===== src/rtl/pipe_hazard_ctrl_pkg.sv =====
// Shared CPU pipeline-control definitions: stage-register condition codes,
// controller FSM states and the bundled control word driven to the pipeline.
package pipe_hazard_ctrl_pkg;

  localparam logic [1:0] COND_FLUSH = 2'd0;
  localparam logic [1:0] COND_LOAD  = 2'd1;
  localparam logic [1:0] COND_HOLD  = 2'd2;

  typedef enum logic [1:0] {
    ST_RUN     = 2'd0,
    ST_MEMWAIT = 2'd1,
    ST_HALTED  = 2'd2
  } state_t;

  typedef struct packed {
    logic       pc_en;
    logic [1:0] ifid;
    logic [1:0] idex;
    logic [1:0] exmem;
    logic [1:0] memwb;
  } ctrl_t;

  localparam ctrl_t CTRL_RESET = '{pc_en: 1'b0, ifid: COND_FLUSH, idex: COND_FLUSH,
                                   exmem: COND_FLUSH, memwb: COND_FLUSH};
  localparam ctrl_t CTRL_RUN   = '{pc_en: 1'b1, ifid: COND_LOAD, idex: COND_LOAD,
                                   exmem: COND_LOAD, memwb: COND_LOAD};
  localparam ctrl_t CTRL_MEM_STALL = '{pc_en: 1'b0, ifid: COND_HOLD, idex: COND_HOLD,
                                       exmem: COND_HOLD, memwb: COND_FLUSH};
  // Front end frozen, back end bubbled so no store or writeback repeats.
  localparam ctrl_t CTRL_HALTED = '{pc_en: 1'b0, ifid: COND_HOLD, idex: COND_HOLD,
                                    exmem: COND_FLUSH, memwb: COND_FLUSH};

  // Control flow resolution once the data memory is not holding us back;
  // a taken branch beats a load-use hazard, which beats a jump.
  function automatic ctrl_t flow_ctrl(input logic branch_taken,
                                      input logic load_use,
                                      input logic jump);
    ctrl_t c;
    c = CTRL_RUN;
    if (branch_taken) begin
      c.ifid = COND_FLUSH;
      c.idex = COND_FLUSH;
    end else if (load_use) begin
      c.pc_en = 1'b0;
      c.ifid  = COND_HOLD;
      c.idex  = COND_FLUSH;
    end else if (jump) begin
      c.ifid = COND_FLUSH;
    end
    return c;
  endfunction

endpackage


===== src/rtl/pipe_hazard_ctrl_load_use_detect.sv =====
// Load-use hazard detector: the instruction in ID reads a register that the
// load currently in EX has not yet fetched from memory.
module load_use_detect
  import pipe_hazard_ctrl_pkg::*;
(
  input  logic [4:0] id_rs,
  input  logic [4:0] id_rt,
  input  logic       id_uses_rs,
  input  logic       id_uses_rt,
  input  logic       ex_memread,
  input  logic [4:0] ex_rd,
  output logic       hazard
);

  logic rs_match;
  logic rt_match;

  // r0 is hardwired to zero, so a load targeting it never creates a dependency.
  always_comb begin
    rs_match = id_uses_rs && (id_rs == ex_rd);
    rt_match = id_uses_rt && (id_rt == ex_rd);
    hazard   = ex_memread && (ex_rd != 5'd0) && (rs_match || rt_match);
  end

endmodule


===== src/rtl/pipe_hazard_ctrl.sv =====
// Central pipeline controller: stage-register conditions and PC enable, with a
// memory-wait/timeout FSM and a saturating stall-cycle counter.
module pipe_hazard_ctrl
  import pipe_hazard_ctrl_pkg::*;
#(
  parameter int TIMEOUT = 255,
  parameter int CNT_W   = 16
) (
  input  logic             clk,
  input  logic             reset,
  input  logic [4:0]       id_rs,
  input  logic [4:0]       id_rt,
  input  logic             id_uses_rs,
  input  logic             id_uses_rt,
  input  logic             id_jump,
  input  logic             ex_memread,
  input  logic [4:0]       ex_rd,
  input  logic             ex_branch_taken,
  input  logic             mem_req,
  input  logic             mem_ready,
  input  logic             halt,
  output logic             pc_en,
  output logic [1:0]       ifid_cond,
  output logic [1:0]       idex_cond,
  output logic [1:0]       exmem_cond,
  output logic [1:0]       memwb_cond,
  output logic [CNT_W-1:0] stall_cycles,
  output logic             mem_timeout,
  output logic             halted
);

  localparam int WAIT_W = (TIMEOUT < 1) ? 1 : $clog2(TIMEOUT + 1);
  localparam logic [WAIT_W-1:0] WAIT_LAST = WAIT_W'(TIMEOUT - 1);
  localparam logic [WAIT_W-1:0] WAIT_MAX  = WAIT_W'(TIMEOUT);

  state_t            state_q;
  state_t            state_d;
  logic [WAIT_W-1:0] wait_cnt_q;
  logic [CNT_W-1:0]  stall_q;
  logic              timeout_q;
  logic              load_use;
  logic              timeout_hit;
  logic              enter_wait;
  logic              stall_event;
  ctrl_t             flow;
  ctrl_t             ctrl;

  load_use_detect u_load_use (
    .id_rs      (id_rs),
    .id_rt      (id_rt),
    .id_uses_rs (id_uses_rs),
    .id_uses_rt (id_uses_rt),
    .ex_memread (ex_memread),
    .ex_rd      (ex_rd),
    .hazard     (load_use)
  );

  always_comb begin
    flow        = flow_ctrl(ex_branch_taken, load_use, id_jump);
    state_d     = state_q;
    ctrl        = CTRL_RESET;
    timeout_hit = 1'b0;
    case (state_q)
      ST_RUN: begin
        if (mem_req && !mem_ready) begin
          ctrl    = CTRL_MEM_STALL;
          state_d = ST_MEMWAIT;
        end else begin
          ctrl = flow;
          if (halt) state_d = ST_HALTED;
        end
      end
      ST_MEMWAIT: begin
        if (!mem_ready) begin
          ctrl = CTRL_MEM_STALL;
          if (wait_cnt_q == WAIT_LAST) begin
            state_d     = ST_HALTED;
            timeout_hit = 1'b1;
          end
        end else begin
          ctrl    = flow;
          state_d = halt ? ST_HALTED : ST_RUN;
        end
      end
      ST_HALTED: begin
        ctrl = CTRL_HALTED;
      end
      default: begin
        ctrl    = CTRL_RESET;
        state_d = ST_RUN;
      end
    endcase
    // Stage registers must see bubbles for as long as reset is held.
    if (!reset) ctrl = CTRL_RESET;
    enter_wait  = (state_q != ST_MEMWAIT) && (state_d == ST_MEMWAIT);
    stall_event = !ctrl.pc_en && (state_q != ST_HALTED);
  end

  always_ff @(posedge clk or negedge reset) begin
    if (!reset) state_q <= ST_RUN;
    else        state_q <= state_d;
  end

  always_ff @(posedge clk or negedge reset) begin
    if (!reset) begin
      wait_cnt_q <= '0;
    end else if (enter_wait) begin
      wait_cnt_q <= '0;
    end else if (state_q == ST_MEMWAIT && !mem_ready && wait_cnt_q != WAIT_MAX) begin
      wait_cnt_q <= wait_cnt_q + 1'b1;
    end
  end

  always_ff @(posedge clk or negedge reset) begin
    if (!reset) begin
      stall_q <= '0;
    end else if (stall_event && !(&stall_q)) begin
      stall_q <= stall_q + 1'b1;
    end
  end

  // Sticky until reset so software can see why the core stopped.
  always_ff @(posedge clk or negedge reset) begin
    if (!reset)           timeout_q <= 1'b0;
    else if (timeout_hit) timeout_q <= 1'b1;
  end

  assign pc_en        = ctrl.pc_en;
  assign ifid_cond    = ctrl.ifid;
  assign idex_cond    = ctrl.idex;
  assign exmem_cond   = ctrl.exmem;
  assign memwb_cond   = ctrl.memwb;
  assign stall_cycles = stall_q;
  assign mem_timeout  = timeout_q;
  assign halted       = (state_q == ST_HALTED);

endmodule


===== config.mk =====
export PLATFORM = sky130hd
export DESIGN_NAME = pipe_hazard_ctrl
export DESIGN_NICKNAME = d
export VERILOG_FILES = /design/src/rtl/pipe_hazard_ctrl_pkg.sv /design/src/rtl/pipe_hazard_ctrl_load_use_detect.sv /design/src/rtl/pipe_hazard_ctrl.sv
export SDC_FILE = /design/constraint.sdc
export NUM_CORES = 1
export LEC_CHECK = 0
export BUFFER_PORTS_ARGS = -buffer_cell sky130_fd_sc_hd__buf_4
export CORE_UTILIZATION = 50
export DETAILED_ROUTE_END_ITERATION = 12
export GPL_TIMING_DRIVEN = 0
export PLACE_DENSITY = 0.83
export SETUP_SLACK_MARGIN = 0.3
export SLEW_MARGIN = 15
export SYNTH_ARGS = -nofsm -noshare
export SYNTH_HDL_FRONTEND = slang
export SYNTH_SLANG_ARGS = --single-unit
export TNS_END_PERCENT = 50

===== constraint.sdc =====
create_clock -name clk -period 2.8 [get_ports clk]
set_input_delay 0.14 -clock clk [delete_from_list [all_inputs] [get_ports clk]]
set_output_delay 0.14 -clock clk [all_outputs]
set_load 0.05 [all_outputs]

Yosys cells after proc, flatten, opt, wreduce, memory -nomap -nowiden
Cells that the tools add are included.
- add/subtract/negate cells: 2
- equality and inequality tests: 9
- multiplexer cells: 21
- reductions and logical operators: 18
- operator list (cell ; number):
    9-bit two-way mux ; 3
    9-bit case mux with 3 select lines ; 1
    16-bit by 1-bit adder with 16-bit output (second input constant) ; 1
    8-bit two-way mux ; 2
    16-bit AND reduction ; 1
    2-bit two-way mux ; 6
    5-bit == test ; 2
    1-bit logical AND ; 10
    8-bit by 1-bit adder with 8-bit output (second input constant) ; 1
    8-bit == test (second input constant) ; 1
    8-bit != test (second input constant) ; 1
    1-bit two-way mux ; 7
    2-bit case mux with 3 select lines ; 1
    5-bit nonzero test ; 1
    2-bit by 1-bit == test with 1-bit output (second input constant) ; 2
    4-bit two-way mux ; 1
    1-bit zero test ; 3
    2-bit == test (second input constant) ; 1
    2-bit zero test ; 1
    2-bit by 1-bit != test with 1-bit output (second input constant) ; 1
    2-bit != test (second input constant) ; 1
    2-bit nonzero test ; 1
    1-bit logical OR ; 1
- register bits after elaboration: 27
- output and inout port bits: 27

Longest topological paths before layout
Gate-level depths: netlist of run 1.
- depth after elaboration: 12
- mapped depth: 7
- mapped depth without buffers: 7

Hierarchy
Synthesis of run 1 repeated with hierarchy kept, for this count alone.
- cell total of the unflattened synthesis: 170
- area, all modules: 1746.7 um^2
- by module, submodules not included (module ; instances ; cells each ; area an instance (um^2)):
    pipe_hazard_ctrl ; 1 ; 153 ; 1612.8
    load_use_detect ; 1 ; 17 ; 133.9

Worst setup path after synthesis of run 1
No wires, ideal clock.
- path kind: reg-to-output
- from: reg state_q[0]
- to: out ifid_cond[0]
- data arrival time: 2.401 ns
- data required time: 2.660 ns
- slack: 0.259 ns
- stages on the path, launching flop included: 5
- buffers on the path: 1
- cell sequence: dfrtp_1 buf_2 o21bai_1 nand3b_1 nor4_1
- word-level cells in the longest chain between the ends: 3
- elaborated cells between the ends (all ways): 5
- classes of those cells: 2 x eq/ne; 2 x mux; 1 x reduce/logical
- RTL lines (item ; line ; text):
    start: declaration ; pipe_hazard_ctrl.sv:36 ; state_t state_q;
    start signal: assignment ; pipe_hazard_ctrl.sv:101 ; else state_q <= state_d;
    2-bit == test, or another cell as far along ; pipe_hazard_ctrl.sv:63 ; case (state_q)
    9-bit case mux with 3 select lines (*) ; pipe_hazard_ctrl.sv:63 ;
    9-bit two-way mux (*) ; pipe_hazard_ctrl.sv:94 ; if (!reset) ctrl = CTRL_RESET;
    end: declaration ; pipe_hazard_ctrl.sv:23 ; output logic [1:0] ifid_cond,
Every way passes the cells marked *; elsewhere a longest branch is shown, timed or not.

Worst setup path after layout of run 1
- from: reg state_q[0]
- to: out pc_en
- word-level cells in the longest chain between the ends: 3
- elaborated cells between the ends (all ways): 5
- classes of those cells: 2 x eq/ne; 2 x mux; 1 x reduce/logical
- RTL lines (item ; line ; text):
    2-bit == test, or another cell as far along ; pipe_hazard_ctrl.sv:63 ;
    9-bit case mux with 3 select lines (*) ; pipe_hazard_ctrl.sv:63 ;
    9-bit two-way mux (*) ; pipe_hazard_ctrl.sv:94 ;
    end: declaration ; pipe_hazard_ctrl.sv:22 ; output logic pc_en,
Marked as above.

==> out/results.ini, run 1 <==
[status]
outcome=finished, final reports clean

[sta]
setup-violations-final=0
grt_setup_unrepaired=no
maxSlewHeadroom=0.448
tns_ps=0
slew_viol_final=0
fmax_ghz=0.446
skew_ps=7.33
hold_viol_final=0
period_share=0.802
tightest_slew_ps=821
min_period_ps=2240

[clock_tree]
cts-root-buf=clkbuf_4
cts_buffer_depth=2
post-cts-setup-buffers=0
cts_buffers=3
cts_resized=0
clock_sinks=27
cts.clk_slew.worst_paths_ps=140
htree_levels=1
clkLatencyLatePin_ps=320
cts_tree=done

[floorplanning]
die_y_um=58.8
initial_core_util=0.527
die_w_um=58.8
rows=20
coreArea_um2=3050
die_area_um2=3450
pin_count=52

[detailed_routing]
drc=0
via_count=1370
drt_wl_total_um=3370
wl_per_cell_um=12.8
firstDrtPassIters=4
via_per_inst=5.21
ant_nets=0
drt-initial-drc-count=61

[synth]
synthTopCellsByArea=dfrtp_1, xor2_1, xnor2_1
synth_nets=192
ys_seq_area_frac=0.420
synth_largest_area_cell=dfrtp_1
syn_inst=164
synth_ff_type=dfrtp_1
syn_area_um2=1610
yosysMostFrequentCell=dfrtp_1
synth_top_area_share=0.420
synth_edf_count=0
syn_avg_cell_area_um2=9.82
synthArstFlopShare=1.00
ys_ff_latch=27
yosysWarnings=0
synthDistinctLibCells=42
synthTopCellsByCount=dfrtp_1, xor2_1, nor2_1, xnor2_1, nand2_1

[layout]
n_antenna_cell=0
fin_cells=263
nets=248
multi_input_area_um2=882
final_util=0.682
drive_gt1_frac=0.311
areaGrowthSynthToFinish_pct=29.4
design_area_um2=2080
fillCellCount=269
regArea_um2=676

[pwr]
vdd_drop_max_mv=0.615
leakagePower_nw=0.951
power-per-cell-area_nw_per_um2=731
power_mw=1.52

[critical_path]
required_ps=2660
cp-end-kind=output pin
crit_fanout=10
worstSetupPathType=flop to output pin
cp-start-kind=flop
arrival_ps=2100
worstRegToRegCells=7

[worst_hold_path]
hp-class=input port to flop
holdPathStages=3

[global_routing]
track_usage=0.206
grt-ovfl-total=0
grt_pass1_vias=1305
antenna_found_initial=0
grt_pass1_wl_um=5560
grt_max_degree=30

[run]
cap_violations=0

[placed_design]
dp_cells=258
gp_congestion=0.760
port_buffers=50
placed_area_um2=2050
dp_hpwl_um=2510

==> where the power goes <==
part           total, mW  leakage (nW)  internal (mW)  switching (mW)
Clock              0.168        0.0150         0.0558           0.112
Sequential         0.573         0.334          0.471           0.102
Combinational      0.782         0.602          0.262           0.520
==> routing by layer <==
metal	track usage	vias to the layer above	routed length (µm)	share of wire
met3	0.0396	5	267	0.079
met2	0.330	47	1430	0.42
li1	-	683	-	-
met4	0.0714	0	38	0.011
met5	0	-	0	0
met1	0.282	635	1630	0.48
==> per-stage QoR <==
| step | hold WS (ps) | worst slack (ps) |
|---|---|---|
| 5_1_grt | 137 | 422 |
| 4_1_cts | 128 | 542 |
| 3_3_place_gp | 76.0 | 807 |
| 6_report | 139 | 555 |
| 2_1_floorplan | -156 | 641 |
| 3_5_place_dp | 75.4 | 791 |
==> logic make-up (layout without fill, tap and decap cells) <==
family,after synthesis,after routing,synth area share
DFF,27,27,0.420
AOI/OAI and AO/OA,15,15,0.0769
and+or+nand+nor,74,74,0.258
buffers and inverters,11,66,0.0365
other,1,1,0.00233
xor gates and xnor gates,32,32,0.174
muxes,1,1,0.00932
adders and majority gates,3,3,0.0233
==> cells in the final DEF (no fill, tap or decap), types with 2 or more instances in the layout <==
cell	Yosys	final
clkbuf_1	1	2
nand4_1	5	5
buf_2	2	2
a211oi_1	2	2
nand2b_1	2	2
buf_4	2	52
a21oi_1	3	3
nor3b_1	3	3
nand3_1	9	9
nor2_1	14	14
ha_1	3	3
and3_1	2	2
clkbuf_4	0	3
nor4_2	1	2
and4_1	4	4
xnor2_1	13	13
o21bai_1	2	2
inv_1	5	5
nor4_1	6	5
xor2_1	19	19
nand2_1	11	11
nor3_1	8	8
dfrtp_1	27	27
==> timing repair <==
item / 4_1_cts / 5_1_grt
hold buffers: 1 / 0
hold endpoints to repair: 27 / 0
endpoints found under the setup margin: 0 / 0
==> flip-flops by register name (all words and copies together), names as in the netlist <==
signal,count
stall_cycles,16
wait_cnt_q,8
state_q,2
mem_timeout,1
==> worst paths after layout <==
| kind | start | endpoint | slack, ps |
|---|---|---|---|
| worst min register to register | mem_timeout | mem_timeout | 480 |
| worst min-delay path | halt | state_q[1] | 140 |
| max in group asynchronous | reset | wait_cnt_q[6] | 2280 |
| worst max register to register | stall_cycles[2] | stall_cycles[10] | 710 |
| worst max-delay path | state_q[0] | pc_en | 560 |
| min in group asynchronous | reset | wait_cnt_q[4] | 250 |
==> area by class of cell <==
| cell class | count | share of cell area |
|---|---|---|
| Tap cell | 44 | 0.0264 |
| Inverter | 5 | 0.00901 |
| Sequential cell | 27 | 0.324 |
| Buffer | 6 | 0.0192 |
| Timing Repair Buffer | 51 | 0.185 |
| Clock buffer | 4 | 0.0126 |
| Multi-Input combinational cell | 126 | 0.423 |
==> critical path, cell delays in order, from the launching register on <==
cell	delay (ps)
dfrtp_1	380
buf_2	160
o21bai_1	270
nand3b_1	250
a21oi_4	330
buf_6	190
buf_4	200
(Power assumes the default switching activity.)
==> run 2: changes to the inputs <==
ABC_AREA = 1   (was default)
CORE_UTILIZATION = 47   (was 50)
PLACE_DENSITY = 0.8   (was 0.83)
clock period = 1.94 ns   (was 2.8 ns; I/O delays follow)
==> out/results.ini, run 2 <==
[status]
outcome=finished, final reports clean

[pwr]
leakagePower_nw=1.46
vdd_drop_max_mv=0.706
power-per-cell-area_nw_per_um2=902

[placed_design]
dp_hpwl_um=3240
port_buffers=50
gp_congestion=0.855

[clock_tree]
clkLatencyLatePin_ps=270
cts_tree=done
cts_buffers=3
cts-root-buf=clkbuf_8
cts.clk_slew.worst_paths_ps=90
cts_buffer_depth=2
clock_sinks=27
htree_levels=1

[global_routing]
grt-ovfl-total=0
grt_pass1_vias=1879
track_usage=0.253
grt_max_degree=28
grt_pass1_wl_um=8400
antenna_found_initial=0

[critical_path]
crit_path_top_delay_cell=dfrtp_2
reg2reg_from=wait_cnt_q[1]
worst-path-buf-inv=6
rrSetupSlack_ps=240
required_ps=1840
r2r_end=wait_cnt_q[7]
cpMostUsedCell=inv_2
cp-end-kind=output pin
critPathMaxStageDelay_ps=430
crit_fanout=4
startpoint=state_q[0]
cpLargestDelayFamily=buffers and inverters
worstRegToRegCells=9
arrival_ps=1650
worstSetupPathType=flop to output pin
endpoint=pc_en
path_cells=inv_2 -> nor3_4 -> inv_2 -> nand2_2 -> nor2_4 -> inv_2 -> nor2_4 -> nand2_4 -> buf_8 -> clkinvlp_4 -> buf_8
path_depth=11
cp-start-kind=flop

[synth]
synthArstFlopShare=1.00
synth_nets=300
synth_edf_count=0
ys_seq_area_frac=0.356
synthTopCellsByArea=dfrtp_1, nand2_1, inv_1
yosysWarnings=0
yosysMostFrequentCell=nand2_1
synth_ff_type=dfrtp_1
ys_ff_latch=27
syn_area_um2=1900
synth_top_area_share=0.356
syn_inst=272
synth_largest_area_cell=dfrtp_1
synthDistinctLibCells=34
synthTopCellsByCount=nand2_1, inv_1, dfrtp_1, nor2_1, nand4_1
syn_avg_cell_area_um2=6.98

[layout]
areaGrowthSynthToFinish_pct=47.3
final_cell_mix=nand2_1, buf_4, inv_1
n_antenna_cell=0
largest_register_ffs=16
nets=382
fillCellCount=278
mostFrequentLayoutCell=nand2_1
drive_gt1_frac=0.346
multi_input_area_um2=1150
regArea_um2=686

[detailed_routing]
wl_per_cell_um=12.8
drc=0
drt_wl_total_um=5130
via_count=2046
ant_nets=0
via_per_inst=5.10
drt-initial-drc-count=116
firstDrtPassIters=4

[sta]
period_share=0.901
fmax_ghz=0.572
setup-violations-final=0
skew_ps=7.25
min_period_ps=1750
grt_setup_unrepaired=yes
hold_viol_final=0
tns_ps=0
slew_viol_final=0
hold_slack_ps=37.7

[worst_hold_path]
hp-class=input port to flop
hold_start=halt

[floorplanning]
pin_count=52
rows=22
initial_core_util=0.504
die_w_um=65.6
die_y_um=65.6
die_area_um2=4300
coreArea_um2=3770

[run]
cap_violations=0

-- run 2: metal layers --
metal | vias to the layer above | routed length (µm) | global-route usage
met3 | 16 | 361 | 0.0365
met2 | 78 | 2400 | 0.425
met5 | - | 0 | 0
met4 | 0 | 115 | 0.0734
li1 | 1029 | - | -
met1 | 923 | 2250 | 0.337
-- run 2: what timing repair did --
action / CTS / global route
pin swaps: 10 / 9
hold endpoints to repair: 27 / 0
gates resized for setup: 19 / 12
buffers inserted: 18 / 5
gates cloned: 1 / 1
hold buffers: 2 / 0
setup endpoints to repair: 22 / 28
-- run 2: final cells by class --
class                           instances  area share
Buffer                                  6      0.0219
Multi-Input combinational cell        201       0.410
Clock buffer                            4      0.0161
Inverter                               38      0.0537
Sequential cell                        27       0.245
Timing Repair Buffer                   77       0.232
Tap cell                               48      0.0215
-- run 2: kinds of logic after synthesis --
logic type / Yosys count / share of synthesized area
simple gates: 168 / 0.414
buf+inv: 44 / 0.0962
flops: 27 / 0.356
xor+xnor: 15 / 0.0692
compound gates: 14 / 0.0435
fa+ha+maj: 3 / 0.0198
other cells: 1 / 0.00197
-- run 2: where the power goes --
part	switching [mW]	leakage (nW)	internal (mW)
logic	0.872	1.09	0.577
clock network	0.171	0.0228	0.147
registers	0.108	0.351	0.649
total	1.15	1.46	1.37
-- run 2: tightest hold or removal path, stage by stage --
cell and delay [ps]:
buf_4 80, nand2_1 40, nand3_1 60
-- run 2: worst min-delay path by stage --
stage	end	slack, ps	cells after the start
2_1_floorplan	mem_timeout	-200	0
3_3_place_gp	wait_cnt_q[3]	40	1
3_5_place_dp	wait_cnt_q[2]	40	1
4_1_cts	state_q[1]	30	3
5_1_grt	state_q[1]	40	3
6_report	state_q[1]	40	3
-- run 2: metrics by stage --
step	total power, mW	instance area (µm²)	instances	util	worst slack (ps)
CTS	2.45	2680	395	0.711	214
detailed placement	1.90	2400	370	0.636	108
finish	2.52	2800	401	0.742	193
global route	2.68	2800	401	0.742	108
global placement	1.87	2400	370	0.636	123
floorplan	1.56	1960	272	-	41.7
